===== config.mk =====
export PLATFORM = sky130hd
export DESIGN_NAME = mb8_arb
export DESIGN_NICKNAME = d
export VERILOG_FILES = /design/src/rtl/mb8_arb.sv
export SDC_FILE = /design/constraint.sdc
export NUM_CORES = 1
export LEC_CHECK = 0
export BUFFER_PORTS_ARGS = -buffer_cell sky130_fd_sc_hd__buf_4
export CAP_MARGIN = 20
export CORE_MARGIN = 2
export CORE_UTILIZATION = 25
export DETAILED_ROUTE_END_ITERATION = 8
export GPL_TIMING_DRIVEN = 0
export HOLD_SLACK_MARGIN = 0.06
export PLACE_DENSITY_LB_ADDON = 0.3
export SLEW_MARGIN = 15
export SYNTH_ARGS = -nofsm -noshare
export SYNTH_HDL_FRONTEND = slang
export SYNTH_SLANG_ARGS = --single-unit

===== constraint.sdc =====
create_clock -name CLK -period 2.15 [get_ports CLK]
set_clock_uncertainty 0.15 [all_clocks]
set_input_delay 0.1075 -clock CLK [delete_from_list [all_inputs] [get_ports CLK]]
set_output_delay 0.1075 -clock CLK [all_outputs]
set_load 0.01 [all_outputs]

===== src/rtl/mb8_arb.sv =====
// Round-robin arbiter sharing one pipelined 8x8 signed multiplier among NREQ requesters.
// Define MB8_ARB_GRANT_CNT_EN to build the per-requester saturating grant counters.
module mb8_arb #(
  parameter int WIDTH   = 8,
  parameter int NREQ    = 4,
  parameter int MUL_LAT = 2,
  parameter int IDW     = 2
) (
  input  logic                  CLK,
  input  logic                  RST,
  input  logic [NREQ-1:0]       req_valid,
  output logic [NREQ-1:0]       req_ready,
  input  logic [NREQ*WIDTH-1:0] req_mx,
  input  logic [NREQ*WIDTH-1:0] req_my,
  output logic [WIDTH-1:0]      mul_mx,
  output logic [WIDTH-1:0]      mul_my,
  input  logic [2*WIDTH-1:0]    mul_product,
  output logic [NREQ-1:0]       rsp_valid,
  output logic [IDW-1:0]        rsp_id,
  output logic [2*WIDTH-1:0]    rsp_product,
  output logic                  idle,
  output logic [NREQ*16-1:0]    grant_cnt
);

  logic [IDW-1:0]     ptr;
  logic               gnt_any;
  logic [IDW-1:0]     gnt_id;
  logic [MUL_LAT-1:0] stg_v;
  logic [IDW-1:0]     stg_id [MUL_LAT];

  // Rotating search starting at ptr; a grant always coincides with acceptance.
  always_comb begin : arb
    int j;
    gnt_any = 1'b0;
    gnt_id  = '0;
    j       = 0;
    for (int k = 0; k < NREQ; k++) begin
      j = int'(ptr) + k;
      if (j >= NREQ) j = j - NREQ;
      if (!gnt_any && req_valid[j]) begin
        gnt_any = 1'b1;
        gnt_id  = IDW'(j);
      end
    end
    if (RST) gnt_any = 1'b0;
  end

  assign req_ready = gnt_any ? (NREQ'(1) << gnt_id) : '0;
  assign mul_mx    = gnt_any ? req_mx[int'(gnt_id)*WIDTH +: WIDTH] : '0;
  assign mul_my    = gnt_any ? req_my[int'(gnt_id)*WIDTH +: WIDTH] : '0;

  always_ff @(posedge CLK) begin
    if (RST) begin
      ptr <= '0;
    end else if (gnt_any) begin
      ptr <= (gnt_id == IDW'(NREQ - 1)) ? '0 : gnt_id + 1'b1;
    end
  end

  always_ff @(posedge CLK) begin
    if (RST) begin
      stg_v <= '0;
      for (int k = 0; k < MUL_LAT; k++) stg_id[k] <= '0;
    end else begin
      stg_v[0]  <= gnt_any;
      stg_id[0] <= gnt_id;
      for (int k = 1; k < MUL_LAT; k++) begin
        stg_v[k]  <= stg_v[k-1];
        stg_id[k] <= stg_id[k-1];
      end
    end
  end

  // The last tag stage lines up with the multiplier's registered product.
  always_ff @(posedge CLK) begin
    if (RST) begin
      rsp_valid   <= '0;
      rsp_id      <= '0;
      rsp_product <= '0;
    end else begin
      rsp_valid <= stg_v[MUL_LAT-1] ? (NREQ'(1) << stg_id[MUL_LAT-1]) : '0;
      rsp_id    <= stg_id[MUL_LAT-1];
      if (stg_v[MUL_LAT-1]) rsp_product <= mul_product;
    end
  end

  assign idle = ~|stg_v & ~|rsp_valid;

`ifdef MB8_ARB_GRANT_CNT_EN
  logic [15:0] cnt [NREQ];

  always_ff @(posedge CLK) begin
    if (RST) begin
      for (int i = 0; i < NREQ; i++) cnt[i] <= '0;
    end else begin
      for (int i = 0; i < NREQ; i++) begin
        if (gnt_any && gnt_id == IDW'(i) && cnt[i] != 16'hFFFF) cnt[i] <= cnt[i] + 16'd1;
      end
    end
  end

  for (genvar gi = 0; gi < NREQ; gi++) begin : g_cnt
    assign grant_cnt[gi*16 +: 16] = cnt[gi];
  end
`else
  assign grant_cnt = '0;
`endif

endmodule


**After elaboration in Yosys (flattened, before gate mapping)**

Memory sizes are Yosys's and may differ from the RTL's.
Index checks and enable logic that the tools add are counted.

- $add $sub $neg: 8
- $lt $le $gt $ge: 8
- Equal/unequal tests: 1
- Shift-type cells: 4
- Muxes and demuxes: 34
- Bitwise logic cells: 4
- Reduce and logical (&&, ||, !) cells: 11

Operator list:

| operator | number |
|---|---|
| less-than comparator 32 x 4 -> 1 bit, second input constant | 4 |
| 2-to-1 mux 32 bit | 4 |
| variable part select 32 x 6 -> 8 bit | 2 |
| 2-to-1 mux 1 bit | 16 |
| 2-to-1 mux 8 bit | 2 |
| 2-to-1 mux 2 bit | 7 |
| subtractor 3 x 3 -> 4 bit, second input constant | 3 |
| >= comparator 3 bit, second input constant | 3 |
| binary-select mux 1 bit (select 2 bit) | 4 |
| << shifter 1 x 2 -> 4 bit, first input constant | 2 |
| adder 2 x 2 -> 3 bit, second input constant | 2 |
| logical NOT 1 bit | 5 |
| 2-to-1 mux 4 bit | 1 |
| OR reduction 2 bit | 2 |
| OR reduction 4 bit | 1 |
| subtractor 2 x 3 -> 4 bit, second input constant | 1 |
| adder 2 x 1 -> 3 bit, second input constant | 1 |
| >= comparator 2 x 3 -> 1 bit, second input constant | 1 |
| logical AND 1 bit | 3 |
| adder 2 x 1 -> 2 bit, second input constant | 1 |
| == test 2 bit, second input constant | 1 |
| OR 1 bit | 2 |
| AND 1 bit | 1 |
| inverter 1 bit | 1 |

- Register bits: 26
- Bits in writable memories: 4
- Input port bits: 86
- Output and inout port bits: 107
- Memories kept: 1

Memories:

| memory | words | width | rd ports | clocked after memory_dff | write ports | line | RTL |
|---|---|---|---|---|---|---|---|
| stg_id | 2 | 2 | 2 | 0 | 2 | 29 | `logic [IDW-1:0] stg_id [MUL_LAT];` |

**Longest topological paths before layout**

- Word-level depth: 17
- Mapped depth: 8

**Worst setup path before layout**

Ideal clock, no wire load.

- Kind: reg-to-output
- Start: register ptr[1]
- End: output mul_mx[5]
- Data arrival time: 1.474 ns
- Setup slack: 0.419 ns
- Cell stages (with the launch flop): 7
- Buffers on the path: 1
- Cells stage by stage: dfxtp_1 mux2i_1 nor2_1 nor3_4 nand2_4 buf_6 o22ai_1

- Cells in the longest elaborated chain, start to end: 17
- Elaborated cells between the ends (all ways): 44
- Those cells by class: add/sub: 7; order compare: 4; shift: 1; mux: 26; reduce/logical: 6

Ends and longest elaborated chain:

| item | line | RTL |
|---|---|---|
| start: declaration | 25 | `logic [IDW-1:0] ptr;` |
| start signal: assignment | 56 | `ptr <= (gnt_id == IDW'(NREQ - 1)) ? '0 : gnt_id + 1'b1;` |
| parallel branches: the longest is 14 deep, another holds subtractor 3 x 3 -> 4 bit | - |  |
| 2-to-1 mux 2 bit * | 40 | `if (!gnt_any && req_valid[j]) begin` |
| named net gnt_id[0] | 27 | `logic [IDW-1:0] gnt_id;` |
| variable part select 32 x 6 -> 8 bit * | 49 | `assign mul_mx = gnt_any ? req_mx[int'(gnt_id)*WIDTH +: WIDTH] : '0;` |
| 2-to-1 mux 8 bit * | 49 |  |
| end: declaration | 15 | `output logic [WIDTH-1:0] mul_mx,` |

Mark *: on every way through the listed nets, which the timed path passes. The select of a mux whose other input is x is not followed.

**Final worst setup path**

- Start: register ptr[1]
- End: output mul_mx[7]

- Cells in the longest elaborated chain, start to end: 17
- Elaborated cells between the ends (all ways): 44
- Those cells by class: add/sub: 7; order compare: 4; shift: 1; mux: 26; reduce/logical: 6

Ends and longest elaborated chain:

| item | line |
|---|---|
| parallel branches: the longest is 16 deep, another holds subtractor 3 x 3 -> 4 bit | - |
| 2-to-1 mux 8 bit * | 49 |

Mark *: on every way between the ends. The select of a mux whose other input is x is not followed.

==> results.cfg <==
[run_status]
outcome = finished clean

[min_path]
hp-class = input port to flip-flop

[cts]
ctsLongestPathBuffers = 2
cts_tree = done
worst_skew_pair.late_latency_ns = 0.27
cts_sinks = 30
cts_buffers = 5
root_buffer = clkbuf_8
h-tree-depth = 2
cts.clk_slew.worst_paths_ns = 0.06

[power_and_ir_drop]
seq_power_share = 0.286
leakage_nw = 2.10
powerDensity_nw_per_um2 = 529
finalPower_w = 0.00214
clkPwrFrac = 0.242
pwr-share-comb = 0.472
p_int_w = 0.00150
swShare = 0.300
p_sw_w = 0.000644
vdd_drop_max_v = 0.000204

[flow_run]
cap_violations = 0

[timing]
setup_ws_ns = 0.0704
final-hold-violation-count = 0
setup_viol_count_final = 0
max_freq_mhz = 481
slew_violations = 0
finalSetupTns_ns = 0
holdWs_ns = 0.0624
rsz0062_at_grt = true
fin_crit_sh = 0.967
min_period_ns = 2.08

[global_route]
grtUsageTotal = 0.126
antenna_found_initial = 0
grt_max_degree = 12
grt_overflow = 0
grt_pass1_wl_um = 9120
grt_pass1_vias = 2075

[layout]
nets = 540
ff_latch_area_um2 = 604
layout-drive-gt1-share = 0.545
fill_cells = 804
diodes = 0
multi_input_area_um2 = 1350
syn_to_final_growth_pct = 89.6
instances_no_fill = 556

[yosys]
ys_types = 31
yosysSeqAreaShare = 0.281
synthArstFlopShare = 0
ys_warn_count = 0
syn_avg_cell_area_um2 = 9.29
synth-main-ff-cell = dfxtp_1
synth-edff-count = 0
synth-seq-cells = 30
syn_inst = 230
syn_area_um2 = 2140

[worst_setup_path]
cp_max_fo = 8
critPathCaptureType = output port
startpoint_type = flip-flop
rr_worst_depth = 7
critPathLaunch = ptr[1]
crit_type = flip-flop to output port
r2r_start = ptr[1]
crit_required_ns = 1.89
cp_data_arrival_time_ns = 1.82
critPathCapture = mul_mx[7]
r2r_end = ptr[1]
reg2reg_slack_ns = 0.38

[drt]
remaining_drc_errors = 0
viasPerCell = 3.85
via_count = 2138
final_antenna_net_count = 0
first_iter_violations = 26
wl_per_cell_um = 11.8
drt_first_pass_iters = 4
routed_wl_um = 6540

[floorplan]
die_y_um = 96.4
dieWidth_um = 96.4
start_util = 0.259
fp-row-count = 33
core_area_um2 = 8260
boundaryPins = 193
die_area_um2 = 9300

[placement]
globalplace.congestion = 0.700
dp_cells = 525
io_buffers = 127
post-place-ws_ns = 0.0807
dp_hpwl_um = 5110
==> sequential cells by signal (all words and copies together) (netlist names) <==
register / cells
ptr: 2
rsp_id: 2
rsp_product: 16
rsp_valid: 4
stg_id: 4
stg_v: 2
==> stage by stage <==
stage / area (um2) / utilization
after floorplan: 2370 / -
after global placement: 3460 / 0.419
after detailed placement: 3460 / 0.419
after CTS: 3790 / 0.459
after global routing: 4050 / 0.490
final: 4050 / 0.490
==> repair_timing <==
action                                 CTS  global route
setup buffers                            3             1
endpoints found under the hold margin   18             0
resized for setup                        3            42
setup endpoints to repair               19            20
pin swaps                                1             5
gates cloned                             0             1
hold buffers                            18             0
==> cell families after synthesis <==
group	synth area share
multiplexers	0.234
AO/OA/AOI/OAI	0.0726
buffers and inverters	0.274
AND/OR/NAND/NOR	0.113
other	0.00176
flip-flops	0.281
adder cells (fa/ha/maj)	0.0234
==> layer usage <==
| layer | up-vias | routed length, um | GRT usage |
|---|---|---|---|
| li1 | 1096 | - | - |
| met1 | 924 | 2380 | 0.132 |
| met2 | 111 | 3420 | 0.239 |
| met3 | 7 | 643 | 0.0396 |
| met4 | 0 | 98 | 0.0387 |
| met5 | - | 0 | 0 |
==> how the worst min path moves through the flow <==
stage | depth (start not counted) | slack (ns) | start | endpoint
after global routing | 4 | 0.10 | req_valid[3] | ptr[1]
after global placement | 3 | 0.19 | mul_product[1] | rsp_product[1]
after floorplan | 2 | 0.10 | mul_product[10] | rsp_product[10]
after detailed placement | 3 | 0.21 | mul_product[11] | rsp_product[11]
after CTS | 4 | 0.06 | req_valid[3] | ptr[1]
final | 4 | 0.06 | req_valid[2] | ptr[1]
==> synth_stat cells (2+ instances only) <==
| library cell | number | area, um2 |
|---|---|---|
| buf_4 | 65 | 488 |
| mux2i_1 | 50 | 500 |
| dfxtp_1 | 30 | 601 |
| nor2_1 | 20 | 75.1 |
| o22ai_1 | 16 | 100 |
| nor2b_1 | 6 | 37.5 |
| buf_6 | 5 | 56.3 |
| and2_1 | 4 | 25.0 |
| ha_1 | 4 | 50.1 |
| inv_2 | 4 | 15.0 |
| clkbuf_1 | 3 | 11.3 |
| a21oi_1 | 2 | 10.0 |
| and3_1 | 2 | 12.5 |
| buf_2 | 2 | 10.0 |
==> power by group through the flow <==
stage,Clock (W),Sequential (W),Combinational [W]
floorplan,0,0.000627,0.000491
global placement,0,0.000622,0.000795
detailed placement,0,0.000623,0.000801
CTS,0.000534,0.000612,0.000851
global route,0.000560,0.000618,0.00109
finish,0.000518,0.000613,0.00101
==> placed cells by master, fill, tap and decap left out <==
cell,Yosys,final
o22ai_1,16,6
o21ai_2,1,1
and2_1,4,4
buf_8,0,2
mux2i_4,0,4
o22ai_2,0,7
and3b_1,1,1
mux2i_1,50,42
dlygate4sd3_1,0,18
buf_12,0,6
buf_4,65,190
clkbuf_8,0,8
nor3_4,1,1
a211oi_1,1,1
nand2_1,1,1
dfxtp_1,30,29
conb_1,1,64
ha_2,0,1
inv_2,4,5
nor3b_1,1,1
nor2b_1,6,6
a21oi_1,2,1
nor2_2,1,1
nor2_1,20,20
or4_1,1,1
nor4_2,1,1
buf_2,2,2
ha_1,4,3
nand2b_1,1,1
buf_6,5,3
o2bb2a_4,1,1
a21oi_2,1,2
nand2_4,1,2
clkbuf_1,3,3
nor3_1,1,1
mux2i_2,0,4
o22ai_4,0,3
clkbuf_16,0,1
dfxtp_4,0,1
and3_1,2,2
==> worst max-delay path, cell delays in order (launching register included) <==
cell and delay [ns]:
dfxtp_4 0.37, a21oi_2 0.13, o21ai_2 0.06, o2bb2a_4 0.20, buf_12 0.13, clkbuf_16 0.16, mux2i_4 0.25, o22ai_4 0.11
buf_6 0.13
==> final cells by class <==
class / count / share of cell area
Buffer: 75 / 0.151
Timing Repair Buffer: 150 / 0.302
Clock buffer: 8 / 0.0272
Multi-Input combinational cell: 183 / 0.333
Tap cell: 105 / 0.0324
Inverter: 5 / 0.00463
Sequential cell: 30 / 0.149
Power figures use the tool's default switching activity.
